### config.mk
export PLATFORM = sky130hd
export DESIGN_NAME = fnn_weight_loader
export DESIGN_NICKNAME = d
export VERILOG_FILES = /design/src/rtl/fnn_loader_pkg.sv /design/src/rtl/fnn_weight_loader.sv
export SDC_FILE = /design/constraint.sdc
export NUM_CORES = 1
export LEC_CHECK = 0
export BUFFER_PORTS_ARGS = -buffer_cell sky130_fd_sc_hd__buf_2
export CORE_MARGIN = 2
export CORE_UTILIZATION = 55
export DETAILED_ROUTE_END_ITERATION = 10
export PLACE_DENSITY = 0.78
export SLEW_MARGIN = 20
export SYNTH_ARGS = -nofsm -noshare
export SYNTH_HDL_FRONTEND = slang
export SYNTH_SLANG_ARGS = --single-unit
### constraint.sdc
create_clock -name clk -period 4.3 [get_ports clk]
set_input_delay 0 -clock clk [delete_from_list [all_inputs] [get_ports clk]]
set_output_delay 0 -clock clk [all_outputs]
set_load 0.1 [all_outputs]
### src/rtl/fnn_loader_pkg.sv
// Shared types and header field positions for the FNN weight loader.
// The bias-load build option (macro FNN_BIAS_LOAD_EN) is consumed by fnn_weight_loader.
package fnn_loader_pkg;

   typedef enum logic [2:0] {
      IDLE,
      HDR,
      WGT,
      BIAS,
      DONE
   } loadState_e;

   localparam int HDR_N_MSB = 31;
   localparam int HDR_N_LSB = 16;
   localparam int HDR_W_MSB = 15;
   localparam int HDR_W_LSB = 0;

endpackage

### src/rtl/fnn_weight_loader.sv
// Streams per-layer weight (and optionally bias) words onto the shared neuron configuration bus.
// Define FNN_BIAS_LOAD_EN to expect a trailing bias word per neuron and drive biasValid/biasValue.
module fnn_weight_loader
   import fnn_loader_pkg::*;
#(
   parameter int NUM_LAYERS = 4,
   parameter int CNT_W      = 16
) (
   input  logic        clk,
   input  logic        rst,
   input  logic        start,
   input  logic [31:0] s_data,
   input  logic        s_valid,
   output logic        s_ready,
   output logic        weightValid,
   output logic [31:0] weightValue,
   output logic        biasValid,
   output logic [31:0] biasValue,
   output logic [31:0] config_layer_num,
   output logic [31:0] config_neuron_num,
   output logic        busy,
   output logic        done,
   output logic        err
);

   loadState_e state_q, state_d;
   logic [CNT_W-1:0] layer_q, layer_d;
   logic [CNT_W-1:0] neuron_q, neuron_d;
   logic [CNT_W-1:0] wcnt_q, wcnt_d;
   logic [CNT_W-1:0] nTot_q, nTot_d;
   logic [CNT_W-1:0] wTot_q, wTot_d;
   logic             err_q, err_d;

   logic             weightValid_q;
   logic [31:0]      weightValue_q;
   logic [31:0]      cfgLayer_q;
   logic [31:0]      cfgNeuron_q;
   logic             done_q;

   logic [HDR_N_MSB-HDR_N_LSB:0] hdrN;
   logic [HDR_W_MSB-HDR_W_LSB:0] hdrW;
   logic             xfer;
   logic             wgtXfer;
   logic             biasXfer;
   logic             advance;
   logic             lastNeuron;
   logic             lastLayer;

   assign s_ready    = (state_q == HDR) || (state_q == WGT) || (state_q == BIAS);
   assign busy       = (state_q != IDLE);
   assign xfer       = s_valid && s_ready;
   assign wgtXfer    = xfer && (state_q == WGT);
   assign hdrN       = s_data[HDR_N_MSB:HDR_N_LSB];
   assign hdrW       = s_data[HDR_W_MSB:HDR_W_LSB];
   assign lastNeuron = (neuron_q == nTot_q - CNT_W'(1));
   assign lastLayer  = (layer_q == CNT_W'(NUM_LAYERS));

`ifdef FNN_BIAS_LOAD_EN
   assign biasXfer = xfer && (state_q == BIAS);
`else
   assign biasXfer = 1'b0;
`endif

   // State and counter registers; all cleared by the synchronous reset.
   always_ff @(posedge clk) begin
      if (rst) begin
         state_q  <= IDLE;
         layer_q  <= '0;
         neuron_q <= '0;
         wcnt_q   <= '0;
         nTot_q   <= '0;
         wTot_q   <= '0;
         err_q    <= 1'b0;
      end else begin
         state_q  <= state_d;
         layer_q  <= layer_d;
         neuron_q <= neuron_d;
         wcnt_q   <= wcnt_d;
         nTot_q   <= nTot_d;
         wTot_q   <= wTot_d;
         err_q    <= err_d;
      end
   end

   // Walks header -> weights (-> bias) per neuron, then rolls over to the next layer.
   always_comb begin
      state_d  = state_q;
      layer_d  = layer_q;
      neuron_d = neuron_q;
      wcnt_d   = wcnt_q;
      nTot_d   = nTot_q;
      wTot_d   = wTot_q;
      err_d    = err_q;
      advance  = 1'b0;

      case (state_q)
         IDLE: begin
            if (start) begin
               state_d  = HDR;
               layer_d  = CNT_W'(1);
               neuron_d = '0;
               wcnt_d   = '0;
               err_d    = 1'b0;
            end
         end
         HDR: begin
            if (xfer) begin
               nTot_d = CNT_W'(hdrN);
               wTot_d = CNT_W'(hdrW);
               wcnt_d = '0;
               if ((hdrN == '0) || (hdrW == '0)) begin
                  err_d   = 1'b1;
                  state_d = IDLE;
               end else begin
                  state_d = WGT;
               end
            end
         end
         WGT: begin
            if (xfer) begin
               if (wcnt_q == wTot_q - CNT_W'(1)) begin
                  wcnt_d = '0;
`ifdef FNN_BIAS_LOAD_EN
                  state_d = BIAS;
`else
                  advance = 1'b1;
`endif
               end else begin
                  wcnt_d = wcnt_q + CNT_W'(1);
               end
            end
         end
`ifdef FNN_BIAS_LOAD_EN
         BIAS: begin
            if (xfer) begin
               advance = 1'b1;
            end
         end
`endif
         DONE: begin
            state_d = IDLE;
         end
         default: begin
            state_d = IDLE;
         end
      endcase

      if (advance) begin
         if (lastNeuron) begin
            neuron_d = '0;
            if (lastLayer) begin
               state_d = DONE;
            end else begin
               layer_d = layer_q + CNT_W'(1);
               state_d = HDR;
            end
         end else begin
            neuron_d = neuron_q + CNT_W'(1);
            state_d  = WGT;
         end
      end
   end

   // Bus outputs are registered so each pulse lands exactly one cycle after its transfer.
   always_ff @(posedge clk) begin
      if (rst) begin
         weightValid_q <= 1'b0;
         weightValue_q <= '0;
         cfgLayer_q    <= '0;
         cfgNeuron_q   <= '0;
         done_q        <= 1'b0;
      end else begin
         weightValid_q <= wgtXfer;
         done_q        <= (state_q == DONE);
         if (wgtXfer) begin
            weightValue_q <= s_data;
         end
         if (wgtXfer || biasXfer) begin
            cfgLayer_q  <= 32'(layer_q);
            cfgNeuron_q <= 32'(neuron_q);
         end
      end
   end

`ifdef FNN_BIAS_LOAD_EN
   logic        biasValid_q;
   logic [31:0] biasValue_q;

   always_ff @(posedge clk) begin
      if (rst) begin
         biasValid_q <= 1'b0;
         biasValue_q <= '0;
      end else begin
         biasValid_q <= biasXfer;
         if (biasXfer) begin
            biasValue_q <= s_data;
         end
      end
   end

   assign biasValid = biasValid_q;
   assign biasValue = biasValue_q;
`else
   assign biasValid = 1'b0;
   assign biasValue = '0;
`endif

   assign weightValid       = weightValid_q;
   assign weightValue       = weightValue_q;
   assign config_layer_num  = cfgLayer_q;
   assign config_neuron_num = cfgNeuron_q;
   assign done              = done_q;
   assign err               = err_q;

endmodule

==> results of run 1 <==
flip-flops by register name, summed over array words and instances, names as in the netlist, 3 cells and up:
name and cells:
config_layer_num 16, config_neuron_num 16, layer_q 16, nTot_q 16, neuron_q 16, state_q 3, wTot_q 16, wcnt_q 16
weightValue 32
worst register-to-register path, stage by stage (launching register included):
cell       delay (ns)
dfxtp_1          0.38
inv_1            0.09
ha_1             0.35
or4b_4           0.54
or4_1            0.54
a211oi_2         0.27
o2111ai_1        0.23
nand4bb_1        0.51
buf_4            0.31
a21oi_1          0.13
a21o_1           0.09
through the flow:
| step | utilization (%) | instance area (um^2) |
|---|---|---|
| 3_3_place_gp | 58.7 | 8150 |
| 3_5_place_dp | 58.7 | 8150 |
| 6_report | 65.6 | 9110 |
| 2_1_floorplan | - | 8060 |
| 5_1_grt | 65.6 | 9110 |
| 4_1_cts | 65.6 | 9100 |
cell type report:
class | count | area, um^2
clock inverters | 15 | 169
repair buffers | 146 | 928
multi-input cells | 794 | 4310
flip-flops and latches | 150 | 3000
clock buffers | 17 | 425
inverters | 13 | 48.8
well taps | 180 | 225
fillers | 1192 | 4770
cells by family (layout without fill, tap and decap cells):
kind of cell	Yosys count	count (layout)
and+or+nand+nor	456	456
AOI/OAI and AO/OA	205	205
DFF	150	150
buffers and inverters	134	191
xor gates and xnor gates	56	56
adders and majority gates	6	6
muxes	6	6
other	1	65
power breakdown:
part / internal, mW / switching, mW
combinational: 0.178 / 0.626
clock: 0.867 / 0.637
sequential: 1.42 / 0.0420
layout by cell type, fill, tap and decap left out, types with 6 or more instances in the layout:
master | synthesis | routed
or3_1 | 10 | 10
clkbuf_16 | 0 | 17
nand4_1 | 12 | 12
xnor2_1 | 29 | 29
dlygate4sd3_1 | 0 | 36
and3_1 | 19 | 18
o21ai_0 | 17 | 17
nand2_1 | 233 | 233
buf_2 | 7 | 103
inv_1 | 13 | 13
dfxtp_1 | 150 | 150
nand2b_1 | 26 | 26
nor4_1 | 24 | 24
buf_4 | 65 | 7
conb_1 | 1 | 65
a21oi_1 | 131 | 130
a21o_1 | 20 | 20
nand3_1 | 22 | 21
or2_2 | 6 | 6
xor2_1 | 27 | 27
nor3_1 | 13 | 12
mux2i_1 | 6 | 6
nor2_1 | 47 | 47
ha_1 | 6 | 6
how the worst min path moves through the flow:
| stage | depth (start not counted) | endpoint | startpoint | slack [ns] |
|---|---|---|---|---|
| after global routing | 4 | weightValue[7]$_SDFFE_PP0P_ | s_data[7] | 0.38 |
| after floorplan | 2 | nTot_q[2]$_SDFFE_PP0P_ | s_data[18] | 0.14 |
| after detailed placement | 3 | weightValue[7]$_SDFFE_PP0P_ | s_data[7] | 0.27 |
| final | 4 | weightValue[7]$_SDFFE_PP0P_ | s_data[7] | 0.38 |
| after CTS | 4 | weightValue[21]$_SDFFE_PP0P_ | s_data[21] | 0.36 |
| after global placement | 3 | weightValue[14]$_SDFFE_PP0P_ | s_data[14] | 0.26 |
layer usage:
layer  global-route usage, %  up-vias  wire length, um
li1                        -     3563                -
met1                    34.9     3420             8720
met2                    41.3      288             9120
met3                    5.35       33             1310
met4                    10.2        0              391
met5                       0        -                0
==> metrics, run 1 <==
Hold Path Class=in2reg; Post-Synth Simple-Gate Area=28.6%; most numerous cell in the Yosys netlist=nand2_1; first-pass GRT wire length=31.5 mm; xor and xnor area share after synthesis=around 6.3%; Reg-to-Reg Start=nTot_q[0]$_SDFFE_PP0P_; post-synth top area cell=dfxtp_1; Vias/cell=about 5.6; Min Hold Slack=0.380 ns; I/O Buffers=around 100; H-Tree Depth=4; leak pwr=approximately 3.8 nW; post-CTS setup repair buffer count=0; number of synthesized flops with an enable pin=0; Crit path depth=10; Yosys reg bits=150; Seq/Total Area, Yosys=38.4%; clock skew=a little over 0.008 ns; top area cells in the synthesized netlist=dfxtp_1 38%, nand2_1 11%, a21oi_1 8.4%; GRT Total Usage=approximately a quarter; adder-cell share of the synthesized area=less than 1%; Post-Synthesis Cell Area=7820 um^2; Worst setup startpoint=nTot_q[0]$_SDFFE_PP0P_; post-CTS sizing=0; Pwr Density=between 400 and 500 nW/um^2; Synth-to-Final Area Change=16.5%; Worst R2R End=layer_q[10]$_SDFF_PP0_; clock buffer depth=2; final period utilization=81.2%; CTS tree=done; Routed Antenna Nets=0; IR drop worst, VDD=just over 0.3 mV; Buf/Inv on CP=2; Skew-Pair Late Insertion Delay=between 0.4 and 0.5 ns; Synth Flop Type=dfxtp_1; Ant. Diodes=0; Final min period=approximately 3.5 ns; number of global-route vias before repair=around 6500; IO Count=170; initial core utilization=56.3%; Initial DRC Count=~540; Highest Clock Rate=between 200 and 300 MHz; max incr delay on CP=~0.54 ns; DRT Wirelength=just under 20 mm; gpl congestion=about 0.96; CP max-delay cell=or4b_4; register-to-register setup slack=between 0.8 and 0.9 ns; CTS Buf Count=17; R2R depth=10; Max Cap Viol=0; fraction of synthesized area in multiplexers=less than 1%; DRC=0; Worst Setup Slack, final=roughly 0.81 ns; Core ar.=between 10000 and 15000 um^2; status=complete, no violations; crit start category=flip-flop; Hold Vio Cnt, Final=0; largest net degree at the start of global routing=~70; Mapped Cells=1014; max-slew violations=0; Setup Viol. Count Final=0; top cell family by delay on the critical path=simple AND/OR/NAND/NOR gates; Cell variety after synth=69; Post-synth top cells=233 x nand2_1, 150 x dfxtp_1, 131 x a21oi_1; DP HPWL=13.0 mm; crit end category=flip-flop; Overflow after GRT=0; CP endpoint=layer_q[10]$_SDFF_PP0_; Non-Filler Instances=around 1300; placed insts=1247; Row Count=43; Syn. warnings=0; Tightest Pin Transition=approximately 0.91 ns; die height=between 100 and 150 um; routed via count=between 7000 and 8000; Avg Inst Size Synth=slightly below 8 um^2; final total power=between 3 and 4 mW; largest family of logic cells by synthesized area=simple AND/OR/NAND/NOR gates; die width=~120 um; Compound-Gate Fraction of Synth Area=between 10% and 20%; crit path max fanout=10; top cell type's share of synthesized area=38.4%; RSZ-0062 raised after global routing=no; Layout Nets=1164; post-route setup TNS=0 ns; crit path DAT=between 3 and 4 ns; initial antenna violation count=0; Clock transition at path regs=about 0.060 ns; CTS Sinks=150; Setup Slack @ Placement=between 0.8 and 0.9 ns; Die ar.=15200 um^2; routed length per instance=approximately 15 um; root cell of the clock tree=clkbuf_16; first drt pass iteration count=5; max_slew headroom=between 30% and 40%; ratio of cells with drive above 1 in the final layout=between 10% and 20%; critical path required time=4.68 ns; critical path class=reg2reg; crit path cell chain=inv_1 -> ha_1 -> or4b_4 -> or4_1 -> a211oi_2 -> o2111ai_1 -> nand4bb_1 -> buf_4 -> a21oi_1 -> a21o_1; hold_buf cts=36; FFs w/ async S/R, synth=0%
Note: power is estimated with default switching activity, not from simulation.
==> run 2: changes to the inputs <==
==> constraint.sdc (replaced) <==
create_clock -name clk -period 3.4 [get_ports clk]
set_input_delay 0 -clock clk [delete_from_list [all_inputs] [get_ports clk]]
set_output_delay 0 -clock clk [all_outputs]
set_load 0.1 [all_outputs]
==> run 2 against run 1 <==
Combinational power is 28% higher. Via count is 0.77% lower. Register-to-register slack worse by 0.53 ns. Clock skew is 0.0014 ns higher. Sequential share of layout area is 0.30 points lower. Power is 29% higher. Setup slack worse by 0.53 ns. Cell count is 0.53% higher. Wire length is 0.20% lower. Clock-buffer cell count is 1 higher. Fmax is 12% higher. Largest power group unchanged.
==> metrics, run 2 (synthesized netlist as in run 1, its figures left out) <==
Multi-input gate area=4310 um^2 (+0.15%); Reg-to-Reg Start=wTot_q[0]$_SDFFE_PP0P_; Synth-to-Final Area Change=17.5%; crit path cell chain=inv_1 -> ha_1 -> or4b_1 -> nor4_1 -> o211a_1 -> o22ai_1 -> nor4_2 -> a21oi_1 -> buf_4 -> a211o_1; crit start category=flip-flop; Vias/cell=5.48 (-1.3%); I/O Buffers=104 (unchanged); DRT Wirelength=19.5 mm (-0.20%); Hold Path Class=in2reg; post-CTS setup repair buffer count=0 (unchanged); IR drop worst, VDD=0.344 mV (+13%); crit path DAT=3.44 ns (-0.43 ns); logic gate share of total power=21.2% (about the same); die height=123 um (unchanged); status=complete, no violations; GR Layer Usage met1=34.3% (-0.59 points); critical path class=reg2reg; largest net degree at the start of global routing=76 (+5.6%); Row Count=43 (unchanged); CTS tree=done; routed via count=7248 (-0.77%); clock power share=40.8% (+0.9 points); crit path max fanout=14 (+4); Min Hold Slack=0.119 ns (-0.261 ns); Layout Nets=1171 (+0.60%); gr busiest metal=met2; sw frac=32.7% (-1.9 points); Tightest Pin Transition=0.784 ns (-0.131 ns); CP max-delay cell=or4b_1; Reg area=3000 um^2 (unchanged); IO Count=170 (unchanged); critical path required time=3.72 ns (-0.96 ns); die width=123 um (unchanged); CTS Buf Count=17 (unchanged); Highest Clock Rate=320 MHz (+12%); final total power=4.87 mW (+29%); max reg flops=32 (unchanged); Non-Filler Instances=1322 (+0.53%); first drt pass iteration count=4 (-1); Worst setup startpoint=wTot_q[0]$_SDFFE_PP0P_; Initial DRC Count=543 (unchanged); crit end category=flip-flop; GRT Total Usage=26.4% (+0.28 points); number of global-route vias before repair=6615 (+1.8%); Die ar.=15200 um^2 (unchanged); Sequential Power Share=38.0% (-0.8 points); most common cell after layout, fill and taps aside=nand2_1; Overflow after GRT=0 (unchanged); Hold Crit Start=rst; DP HPWL=13.0 mm (+0.40%); most frequent cells in the layout=233 x nand2_1, 150 x dfxtp_1, 131 x a21oi_1, 103 x buf_2, 65 x conb_1; Skew-Pair Late Insertion Delay=0.43 ns (about the same); final-layout fill cell count=1217 (+2.1%); grt met3 use=5.03% (-0.32 points); root cell of the clock tree=clkbuf_16; max incr delay on CP=0.55 ns (about the same); post-route setup TNS=0 ns (unchanged); placed insts=1256 (+0.72%); max-slew violations=0 (unchanged); Max Cap Viol=0 (unchanged); CTS Sinks=150 (unchanged); initial antenna violation count=1 (+1); max_slew headroom=47.7% (+9.1 points); Routed Antenna Nets=0 (unchanged); worst hold path depth=2 (-2); ratio of cells with drive above 1 in the final layout=14.9% (+0.71 points); clock skew=0.00947 ns (+0.00138 ns); final period utilization=91.8% (+11 points); gpl congestion=0.931 (-3.0%); clock buffer depth=2 (unchanged); Core ar.=13900 um^2 (unchanged); R2R depth=10 (unchanged); Setup Viol. Count Final=0 (unchanged); Clock transition at path regs=0.06 ns (about the same); Final min period=3.12 ns (-0.370 ns); H-Tree Depth=4 (unchanged); initial core utilization=56.3% (unchanged); Hold Vio Cnt, Final=0 (unchanged); first-pass GRT wire length=31.8 mm (+0.92%); sw power=1.59 mW (+22%); DRC=0 (unchanged); leak pwr=3.86 nW (+1.3%); met2 Usage GRT=42.5% (+1.1 points); internal power=3.28 mW (+33%); Pwr Density=529 nW/um^2 (+28%); RSZ-0062 raised after global routing=no; routed length per instance=14.8 um (-0.73%)
[run 2: cell type report]
class	instances	share of cell area (%)
Sequential cell	150	32.7
Timing Repair Buffer	153	10.6
Clock buffer	18	4.78
Antenna cell	1	0.0272
Inverter	13	0.531
Clock inverter	13	1.97
Tap cell	180	2.45
Multi-Input combinational cell	794	46.9
[run 2: repair_timing]
| action | 4_1_cts | 5_1_grt |
|---|---|---|
| resized for setup | 0 | 3 |
| endpoints found under the hold margin | 66 | 0 |
| setup endpoints to repair | 0 | 2 |
| hold buffers | 34 | 0 |
[run 2: through the flow]
stage	utilization [%]	instance area, um^2	worst slack (ns)
after global placement	59.2	8220	0.308
after CTS	66.1	9180	0.213
after floorplan	-	8060	0.290
after detailed placement	59.2	8220	0.230
final	66.2	9190	0.279
after global routing	66.2	9190	0.0417
[run 2: path summary, 6_finish.rpt]
kind | end | slack (ns)
worst max-delay path | neuron_q[2]$_SDFFE_PP0P_ | 0.28
worst min-delay path | layer_q[0]$_SDFF_PP0_ | 0.12
worst max register to register | neuron_q[2]$_SDFFE_PP0P_ | 0.28
worst min register to register | config_neuron_num[9]$_SDFFE_PP0P_ | 0.45
[run 2: per-layer routing]
layer  routed length (um)  part of all wire, %
met4                  569                  2.9
met2                 8970                   46
met3                 1140                  5.8
met5                    0                    0
met1                 8820                   45
[run 2: critical path, delay by kind of cell, from the launching register on]
kind | cells | cell delay [ns]
simple gates | 3 | 1.31
fa+ha+maj | 1 | 0.29
compound gates | 4 | 0.77
flops | 1 | 0.35
buf+inv | 2 | 0.27
[run 2: power groups by stage]
stage	registers, mW	clock network (mW)	logic [mW]
3_5_place_dp	1.89	0	0.987
5_1_grt	1.85	2.09	1.10
3_3_place_gp	1.88	0	0.984
6_report	1.85	1.99	1.03
2_1_floorplan	1.98	0	0.791
4_1_cts	1.85	2.01	1.02
